==> src/rtl/fft_pkg.sv <==
// ---------------------------------------------------------------------------
// fft_pkg
// Shared definitions for the FFT stage datapath.
//   MODE_DIT / MODE_DIF : encoding of the per-beat butterfly mode bit.
//   satResult_t         : saturated value plus a flag telling whether it clipped.
//   TW_ONE(twWidth)     : integer value of 1.0 in the Q2.(twWidth-2) twiddle format.
//   roundShift(x, sh)   : add half an LSB, then arithmetic shift right by sh
//                         (round half toward +inf).
//   saturate(x, width)  : clip x into the signed range of 'width' bits.
// The helpers work on 64-bit signed values so that any parameterisation of
// the butterfly can share them; callers slice the result back down.
// ---------------------------------------------------------------------------
package fft_pkg;

   localparam logic MODE_DIT = 1'b0;
   localparam logic MODE_DIF = 1'b1;

   typedef struct packed {
      logic signed [63:0] value;
      logic               clip;
   } satResult_t;

   function automatic int TW_ONE(input int twWidth);
      return 1 << (twWidth - 2);
   endfunction

   function automatic logic signed [63:0] roundShift(input logic signed [63:0] x,
                                                     input int                 shift);
      logic signed [63:0] half;
      half = 64'sd1 <<< (shift - 1);
      return (x + half) >>> shift;
   endfunction

   function automatic satResult_t saturate(input logic signed [63:0] x,
                                           input int                 width);
      satResult_t         r;
      logic signed [63:0] hi;
      logic signed [63:0] lo;
      hi = (64'sd1 <<< (width - 1)) - 64'sd1;
      lo = -hi - 64'sd1;
      r.value = x;
      r.clip  = 1'b0;
      if (x > hi) begin
         r.value = hi;
         r.clip  = 1'b1;
      end else if (x < lo) begin
         r.value = lo;
         r.clip  = 1'b1;
      end
      return r;
   endfunction

endpackage

==> src/rtl/cmul_pipe.sv <==
// ---------------------------------------------------------------------------
// cmul_pipe
// Two-stage pipelined complex multiply with a single rounding step.
//   clk          : rising-edge clock
//   enable       : pipeline advance; both stages hold when low
//   aRe, aIm     : signed operand, A_WIDTH bits each
//   wRe, wIm     : signed twiddle, Q2.(TW_WIDTH-2)
//   pRe, pIm     : rounded product, A_WIDTH+3 bits each (no bits dropped
//                  above the rounding point)
// Stage 1 registers the four real products, stage 2 combines and rounds.
// ---------------------------------------------------------------------------
module cmul_pipe
   import fft_pkg::*;
#(
   parameter int A_WIDTH  = 17,
   parameter int TW_WIDTH = 16
) (
   input  logic                         clk,
   input  logic                         enable,
   input  logic signed [A_WIDTH-1:0]    aRe,
   input  logic signed [A_WIDTH-1:0]    aIm,
   input  logic signed [TW_WIDTH-1:0]   wRe,
   input  logic signed [TW_WIDTH-1:0]   wIm,
   output logic signed [A_WIDTH+2:0]    pRe,
   output logic signed [A_WIDTH+2:0]    pIm
);

   localparam int PROD_W = A_WIDTH + TW_WIDTH;
   localparam int SUM_W  = PROD_W + 1;
   localparam int OUT_W  = A_WIDTH + 3;

   logic signed [PROD_W-1:0] prodRR;
   logic signed [PROD_W-1:0] prodII;
   logic signed [PROD_W-1:0] prodRI;
   logic signed [PROD_W-1:0] prodIR;
   logic signed [SUM_W-1:0]  sumRe;
   logic signed [SUM_W-1:0]  sumIm;
   logic signed [63:0]       roundRe;
   logic signed [63:0]       roundIm;

   // Four full-precision real products; operands are widened first so the
   // multiply is exact and signed.
   always_ff @(posedge clk) begin
      if (enable) begin
         prodRR <= PROD_W'(aRe) * PROD_W'(wRe);
         prodII <= PROD_W'(aIm) * PROD_W'(wIm);
         prodRI <= PROD_W'(aRe) * PROD_W'(wIm);
         prodIR <= PROD_W'(aIm) * PROD_W'(wRe);
      end
   end

   // Combine into real/imag parts with one growth bit, then round away the
   // twiddle fraction bits exactly once.
   always_comb begin
      sumRe   = SUM_W'(prodRR) - SUM_W'(prodII);
      sumIm   = SUM_W'(prodRI) + SUM_W'(prodIR);
      roundRe = roundShift(64'(sumRe), TW_WIDTH - 2);
      roundIm = roundShift(64'(sumIm), TW_WIDTH - 2);
   end

   // Rounded product register.
   always_ff @(posedge clk) begin
      if (enable) begin
         pRe <= roundRe[OUT_W-1:0];
         pIm <= roundIm[OUT_W-1:0];
      end
   end

endmodule

==> src/rtl/butterfly_r2_pipe.sv <==
// ---------------------------------------------------------------------------
// butterfly_r2_pipe
// Fully pipelined radix-2 butterfly, one beat per cycle, DIT or DIF per beat.
//   clk, rst                   : clock, synchronous active-high reset
//   in_valid_i / in_ready_o    : input handshake
//   mode_dif_i                 : 0 = DIT (out = in1 +/- in2*w),
//                                1 = DIF (out1 = in1+in2, out2 = (in1-in2)*w)
//   scale_i                    : halve both outputs (round half toward +inf)
//   in1_*, in2_*               : complex inputs, DATA_WIDTH each
//   w_r_i, w_i_i               : twiddle, Q2.(TW_WIDTH-2)
//   out_valid_o / out_ready_i  : output handshake
//   out1_*, out2_*             : saturated results, DATA_WIDTH each
//   ovf_o                      : some component of this beat clipped
// Stages: S1 capture/pre-add, S2-S3 in cmul_pipe, S4 add/scale/saturate.
// All stages advance together whenever the output register is free or
// being drained, so backpressure simply freezes the whole pipe.
// ---------------------------------------------------------------------------
module butterfly_r2_pipe
   import fft_pkg::*;
#(
   parameter int DATA_WIDTH = 16,
   parameter int TW_WIDTH   = 16
) (
   input  logic                          clk,
   input  logic                          rst,
   input  logic                          in_valid_i,
   output logic                          in_ready_o,
   input  logic                          mode_dif_i,
   input  logic                          scale_i,
   input  logic signed [DATA_WIDTH-1:0]  in1_r_i,
   input  logic signed [DATA_WIDTH-1:0]  in1_i_i,
   input  logic signed [DATA_WIDTH-1:0]  in2_r_i,
   input  logic signed [DATA_WIDTH-1:0]  in2_i_i,
   input  logic signed [TW_WIDTH-1:0]    w_r_i,
   input  logic signed [TW_WIDTH-1:0]    w_i_i,
   output logic                          out_valid_o,
   input  logic                          out_ready_i,
   output logic signed [DATA_WIDTH-1:0]  out1_r_o,
   output logic signed [DATA_WIDTH-1:0]  out1_i_o,
   output logic signed [DATA_WIDTH-1:0]  out2_r_o,
   output logic signed [DATA_WIDTH-1:0]  out2_i_o,
   output logic                          ovf_o
);

   localparam int A_W   = DATA_WIDTH + 1;
   localparam int SUM_W = A_W + 3;
   localparam logic signed [SUM_W-1:0] SUM_ONE = SUM_W'(1);

   logic                        adv;
   logic                        validS1, validS2, validS3;
   logic                        modeS1, modeS2, modeS3;
   logic                        scaleS1, scaleS2, scaleS3;
   logic signed [A_W-1:0]       aReS1, aImS1;
   logic signed [A_W-1:0]       bReS1, bImS1, bReS2, bImS2, bReS3, bImS3;
   logic signed [TW_WIDTH-1:0]  wReS1, wImS1;
   logic signed [SUM_W-1:0]     pRe, pIm;
   logic signed [SUM_W-1:0]     rawRes [4];
   logic signed [SUM_W-1:0]     scaledRes [4];
   satResult_t                  satRes [4];

   // The whole pipe moves when the output slot is empty or being taken.
   assign adv        = ~out_valid_o | out_ready_i;
   assign in_ready_o = adv;

   // Valid chain: reset drops every in-flight beat; otherwise bubbles and
   // beats march forward only on advance.
   always_ff @(posedge clk) begin
      if (rst) begin
         validS1 <= 1'b0;
         validS2 <= 1'b0;
         validS3 <= 1'b0;
      end else if (adv) begin
         validS1 <= in_valid_i;
         validS2 <= validS1;
         validS3 <= validS2;
      end
   end

   // S1: capture the beat. The multiplier operand 'a' is in2 for DIT or the
   // pre-subtracted in1-in2 for DIF; the pass-through term 'b' is in1 for
   // DIT or the pre-added in1+in2 for DIF, so S4 has one datapath for both.
   always_ff @(posedge clk) begin
      if (adv) begin
         modeS1  <= mode_dif_i;
         scaleS1 <= scale_i;
         wReS1   <= w_r_i;
         wImS1   <= w_i_i;
         if (mode_dif_i == MODE_DIF) begin
            aReS1 <= A_W'(in1_r_i) - A_W'(in2_r_i);
            aImS1 <= A_W'(in1_i_i) - A_W'(in2_i_i);
            bReS1 <= A_W'(in1_r_i) + A_W'(in2_r_i);
            bImS1 <= A_W'(in1_i_i) + A_W'(in2_i_i);
         end else begin
            aReS1 <= A_W'(in2_r_i);
            aImS1 <= A_W'(in2_i_i);
            bReS1 <= A_W'(in1_r_i);
            bImS1 <= A_W'(in1_i_i);
         end
      end
   end

   // S2-S3: complex multiply and round.
   cmul_pipe #(
      .A_WIDTH  (A_W),
      .TW_WIDTH (TW_WIDTH)
   ) uCmul (
      .clk    (clk),
      .enable (adv),
      .aRe    (aReS1),
      .aIm    (aImS1),
      .wRe    (wReS1),
      .wIm    (wImS1),
      .pRe    (pRe),
      .pIm    (pIm)
   );

   // Side-band and pass-through term ride alongside the multiplier.
   always_ff @(posedge clk) begin
      if (adv) begin
         modeS2  <= modeS1;
         modeS3  <= modeS2;
         scaleS2 <= scaleS1;
         scaleS3 <= scaleS2;
         bReS2   <= bReS1;
         bImS2   <= bImS1;
         bReS3   <= bReS2;
         bImS3   <= bImS2;
      end
   end

   // S4 combinational part: butterfly add/sub (DIT) or pass-through (DIF),
   // optional halving with round-half-up, then saturation to DATA_WIDTH.
   always_comb begin
      if (modeS3 == MODE_DIF) begin
         rawRes[0] = SUM_W'(bReS3);
         rawRes[1] = SUM_W'(bImS3);
         rawRes[2] = pRe;
         rawRes[3] = pIm;
      end else begin
         rawRes[0] = SUM_W'(bReS3) + pRe;
         rawRes[1] = SUM_W'(bImS3) + pIm;
         rawRes[2] = SUM_W'(bReS3) - pRe;
         rawRes[3] = SUM_W'(bImS3) - pIm;
      end
      for (int k = 0; k < 4; k++) begin
         scaledRes[k] = scaleS3 ? ((rawRes[k] + SUM_ONE) >>> 1) : rawRes[k];
         satRes[k]    = saturate(64'(scaledRes[k]), DATA_WIDTH);
      end
   end

   // Output registers. They only load with a real beat, so they keep their
   // value through bubbles and while backpressured.
   always_ff @(posedge clk) begin
      if (rst) begin
         out_valid_o <= 1'b0;
         ovf_o       <= 1'b0;
         out1_r_o    <= '0;
         out1_i_o    <= '0;
         out2_r_o    <= '0;
         out2_i_o    <= '0;
      end else if (adv) begin
         out_valid_o <= validS3;
         if (validS3) begin
            out1_r_o <= satRes[0].value[DATA_WIDTH-1:0];
            out1_i_o <= satRes[1].value[DATA_WIDTH-1:0];
            out2_r_o <= satRes[2].value[DATA_WIDTH-1:0];
            out2_i_o <= satRes[3].value[DATA_WIDTH-1:0];
            ovf_o    <= satRes[0].clip | satRes[1].clip |
                        satRes[2].clip | satRes[3].clip;
         end
      end
   end

endmodule

==> config.mk <==
export PLATFORM = sky130hd
export DESIGN_NAME = butterfly_r2_pipe
export DESIGN_NICKNAME = d
export VERILOG_FILES = /design/src/rtl/fft_pkg.sv /design/src/rtl/cmul_pipe.sv /design/src/rtl/butterfly_r2_pipe.sv
export SDC_FILE = /design/constraint.sdc
export NUM_CORES = 2
export LEC_CHECK = 0
export BUFFER_PORTS_ARGS = -buffer_cell sky130_fd_sc_hd__buf_2
export CORE_MARGIN = 4
export CORE_UTILIZATION = 25
export CTS_CLUSTER_DIAMETER = 40
export CTS_CLUSTER_SIZE = 40
export DETAILED_ROUTE_END_ITERATION = 10
export PLACE_DENSITY = 0.49
export SLEW_MARGIN = 0
export SYNTH_ARGS = -nofsm -noshare
export SYNTH_HDL_FRONTEND = slang
export SYNTH_SLANG_ARGS = --single-unit
==> constraint.sdc <==
create_clock -name clk -period 38.8 [get_ports clk]
set_input_delay 5.82 -clock clk [delete_from_list [all_inputs] [get_ports clk]]
set_output_delay 5.82 -clock clk [all_outputs]
set_load 0.05 [all_outputs]
==> results summary <==
The tightest min-delay check is of the flip-flop to flip-flop type. The total die area is ~280000 sq um. The initial detailed-routing violation count came out at between 3000 and 4000. The hold violation count in the final report came out at 0. The residual DRC count is 0. The net count reported at finish is 9100.

The reg-to-reg startpoint is aReS1[9]. The floorplan step defined a core boundary enclosing between 200000 and 300000 sq um. The synthesized instance count came out at around 7200. The non-filler instance count after layout is between 10000 and 15000. The detail route stage leaves a number of antenna-violating nets equal to 0. The number of slew-limit violations in the final report is 0. The via count of the first global-routing pass came out at roughly 53000. The worst setup path is captured at an output port. The overall die height is around 530 um. The count of cells resized by post-cts repair is 0. The total placed instance area is 72200 sq um. The count of fill cells added during filler insertion is around 28000. The worst register-to-register path ends at uCmul.prodRI[31].

The post-detailed-placement half-perimeter wirelength is about 150 mm. After synthesis, the cell types taking the most area are sky130_fd_sc_hd__fa_1, sky130_fd_sc_hd__edfxtp_1, sky130_fd_sc_hd__ha_1. The ratio of final minimum period to clock period came out at about 32%.

The initial core utilization came out at about a quarter. The portion of the post-synthesis area used by sequential elements came out at approximately 17%. The worst clock skew came out at roughly 0.07 ns. The beginning of the worst hold path is bReS2[13]. The horizontal die dimension is 528 um. The maximum operating frequency came out at just under 80 MHz.

Counting along the longest clock path gives a buffer depth of 3. CTS placed an instance of sky130_fd_sc_hd__clkbuf_16 at the clock tree root. Setup slack on the worst reg-to-reg path comes out at 30.43 ns. The number of different library cells used by synthesis comes to between 100 and 150.

The global-route total usage across every layer is 14.0%. In the layout the commonest cells are sky130_fd_sc_hd__inv_1, sky130_fd_sc_hd__fa_1, sky130_fd_sc_hd__nand2_1. The pin slew with the least headroom to its limit came out at 1.26 ns.

The clock latency on the worst-skew pair is 0.74 ns. The final critical delay including setup and external delays came out at ~13 ns. The path with the worst hold slack has its endpoint at bReS3[13]. TritonCTS built the clock tree.

The area of the mapped netlist came out at between 60000 and 70000 sq um. STA puts the critical path data required time at roughly 33 ns. Compared with the post-synthesis result, the final layout area differs by 11.8%. The run finished with clean final reports. The worst setup path is of the input port to output port kind. The number of antenna violations at the first check in global routing is 32. The H-tree generated during clock tree synthesis spans 3 levels.

The first-pass GRT wire length came out at around 310 mm. The worst register-to-register path has a depth of 23. The final instance area is 75500 sq um. The average instance area after synthesis is around 9.3 sq um.

The commonest non-fill, non-tap cell in the layout is sky130_fd_sc_hd__inv_1. The pin count of the biggest net entering global routing came out at 133. Routability-driven placement finished with a final weighted congestion of between 0.8 and 0.9.

The final routed wire length divided by cell count came out at around 18 um. The headroom to the max-slew limit is ~15%. The global-route congestion overflow total is 0. The clock-pin slew on the worst setup and hold paths came out at around 0.060 ns. The floorplan has 190 rows.

The critical path arrival is around 6.8 ns. The setup fix buffers added after clock tree synthesis is 0. The synthesized flop and latch total came out at just over 400.

The fraction of synthesis flops using an asynchronous set or reset pin is 0%. The most area-hungry cell type in the Yosys netlist is sky130_fd_sc_hd__fa_1. The fraction of synthesized cell area taken by the top area cell type is ~33%. The number of buffers added on ports came out at ~170. After detailed routing, the number of vias per cell comes to approximately 4.6. STA classifies the critical path startpoint as an input port. The number of max-cap violations came out at 0. When the netlist entered floorplanning its net count stood at 9063. Setup violations remaining at the end of the flow were counted as 0. In this run the count of I/O pins placed on the die edge is approximately 170. The total placed cells including tap cells is 10700. For this design, the sink count on the clock tree is around 420. The biggest fanout along the worst timing path came out at 29. The count of cells along the worst hold path came out at 0.

Yosys mapped a number of flops with a built-in enable equal to between 300 and 400. Summing all multi-input logic gate instances after layout gives just under 50000 sq um. In this run, post-CTS hold repair placed 0 buffers. The area taken by flip-flops and latches is approximately 12000 sq um.

Setup repair after global routing left no endpoint under its margin. TritonCTS created 87 clock buffers. The final total negative setup slack came out at 0 ns. During synthesis, Yosys emitted a total of 0 warnings. The share of post-route cells with drive strength above 1 is between 6 and 7%. The number of detailed-route iterations in the first pass is 5. The routed wire length is a little under 200 mm. The dominant synthesized flop cell is sky130_fd_sc_hd__edfxtp_1. The via count came out at ~50000.
==> cell type report <==
cell class,count,share of cell area (%)
multi-input cells,5044,64.8
flip-flops and latches,415,15.6
inverters,1471,7.32
well taps,3552,5.89
clock buffers,100,3.15
repair buffers,261,2.09
clock inverters,63,1.08
diodes,9,0.0298
==> sequential cells by signal, summed over array words and instances, names as in the netlist, 16 cells and up <==
signal        flops
aImS1            17
aReS1            17
bImS1            17
bImS2            17
bImS3            17
bReS1            17
bReS2            17
bReS3            17
out1_i_o         16
out1_r_o         16
out2_i_o         16
out2_r_o         16
uCmul.pIm        20
uCmul.pRe        20
uCmul.prodII     33
uCmul.prodIR     33
uCmul.prodRI     33
uCmul.prodRR     33
wImS1            16
wReS1            16
==> metrics by stage <==
step | hold WS [ns] | worst slack (ns) | util, %
3_5_place_dp | 0.405 | 26.17 | 26.9
6_report | 0.413 | 26.21 | 28.1
2_1_floorplan | 0.400 | 17.15 | -
3_3_place_gp | 0.401 | 26.18 | 26.9
4_1_cts | 0.413 | 26.16 | 28.1
5_1_grt | 0.414 | 26.14 | 28.1
==> per-layer routing <==
| layer | routed length [um] | track usage [%] |
|---|---|---|
| met1 | 90000 | 19.7 |
| met2 | 86600 | 22.4 |
| met3 | 13200 | 2.32 |
| met4 | 4190 | 3.25 |
| met5 | 64 | 0 |
==> critical path, stage by stage <==
cell and delay [ns]:
sky130_fd_sc_hd__buf_2 0.08, sky130_fd_sc_hd__nand2b_4 0.45, sky130_fd_sc_hd__buf_2 0.37
==> worst max path at each step <==
stage	cells after the start	slack (ns)	to	start
after detailed placement	3	26.17	in_ready_o	out_ready_i
final	3	26.21	in_ready_o	out_ready_i
after global placement	3	26.18	in_ready_o	out_ready_i
after floorplan	2	17.15	in_ready_o	out_ready_i
after global routing	3	26.14	in_ready_o	out_ready_i
after CTS	3	26.16	in_ready_o	out_ready_i
==> synthesized netlist by cell type (all sizes together), types with 17 or more instances <==
cell,count
nor2,345
o22ai,17
mux2i,40
o21a,36
a31oi,35
nand4,17
xnor2,192
o21ai,181
ha,606
nor2b,53
o21bai,48
a21oi,273
edfxtp,346
o211ai,39
nand2,825
a21o,65
nand2b,79
or3,38
buf,50
fa,1112
xor2,55
dfxtp,69
nor3b,18
nor3,103
and2,405
nand3,79
o31ai,37
clkbuf,263
a211oi,65
and3,36
inv,1471
or2,18
==> cell families (layout without fill, tap and decap cells) <==
| family | after synthesis | in the layout | share of synthesized area [%] |
|---|---|---|---|
| other | 0 | 9 | 0 |
| AND/OR/NAND/NOR | 2072 | 2072 | 14.9 |
| multiplexers | 48 | 48 | 0.727 |
| AO/OA/AOI/OAI | 959 | 959 | 9.47 |
| XOR/XNOR | 247 | 247 | 3.21 |
| flip-flops | 415 | 415 | 17.4 |
| adder cells (fa/ha/maj) | 1718 | 1718 | 44.2 |
| buffers and inverters | 1784 | 1895 | 10.1 |
Power is left out: the tool's default activity adds up to more than one toggle a clock period on the data nets, which glitch-free logic cannot reach.
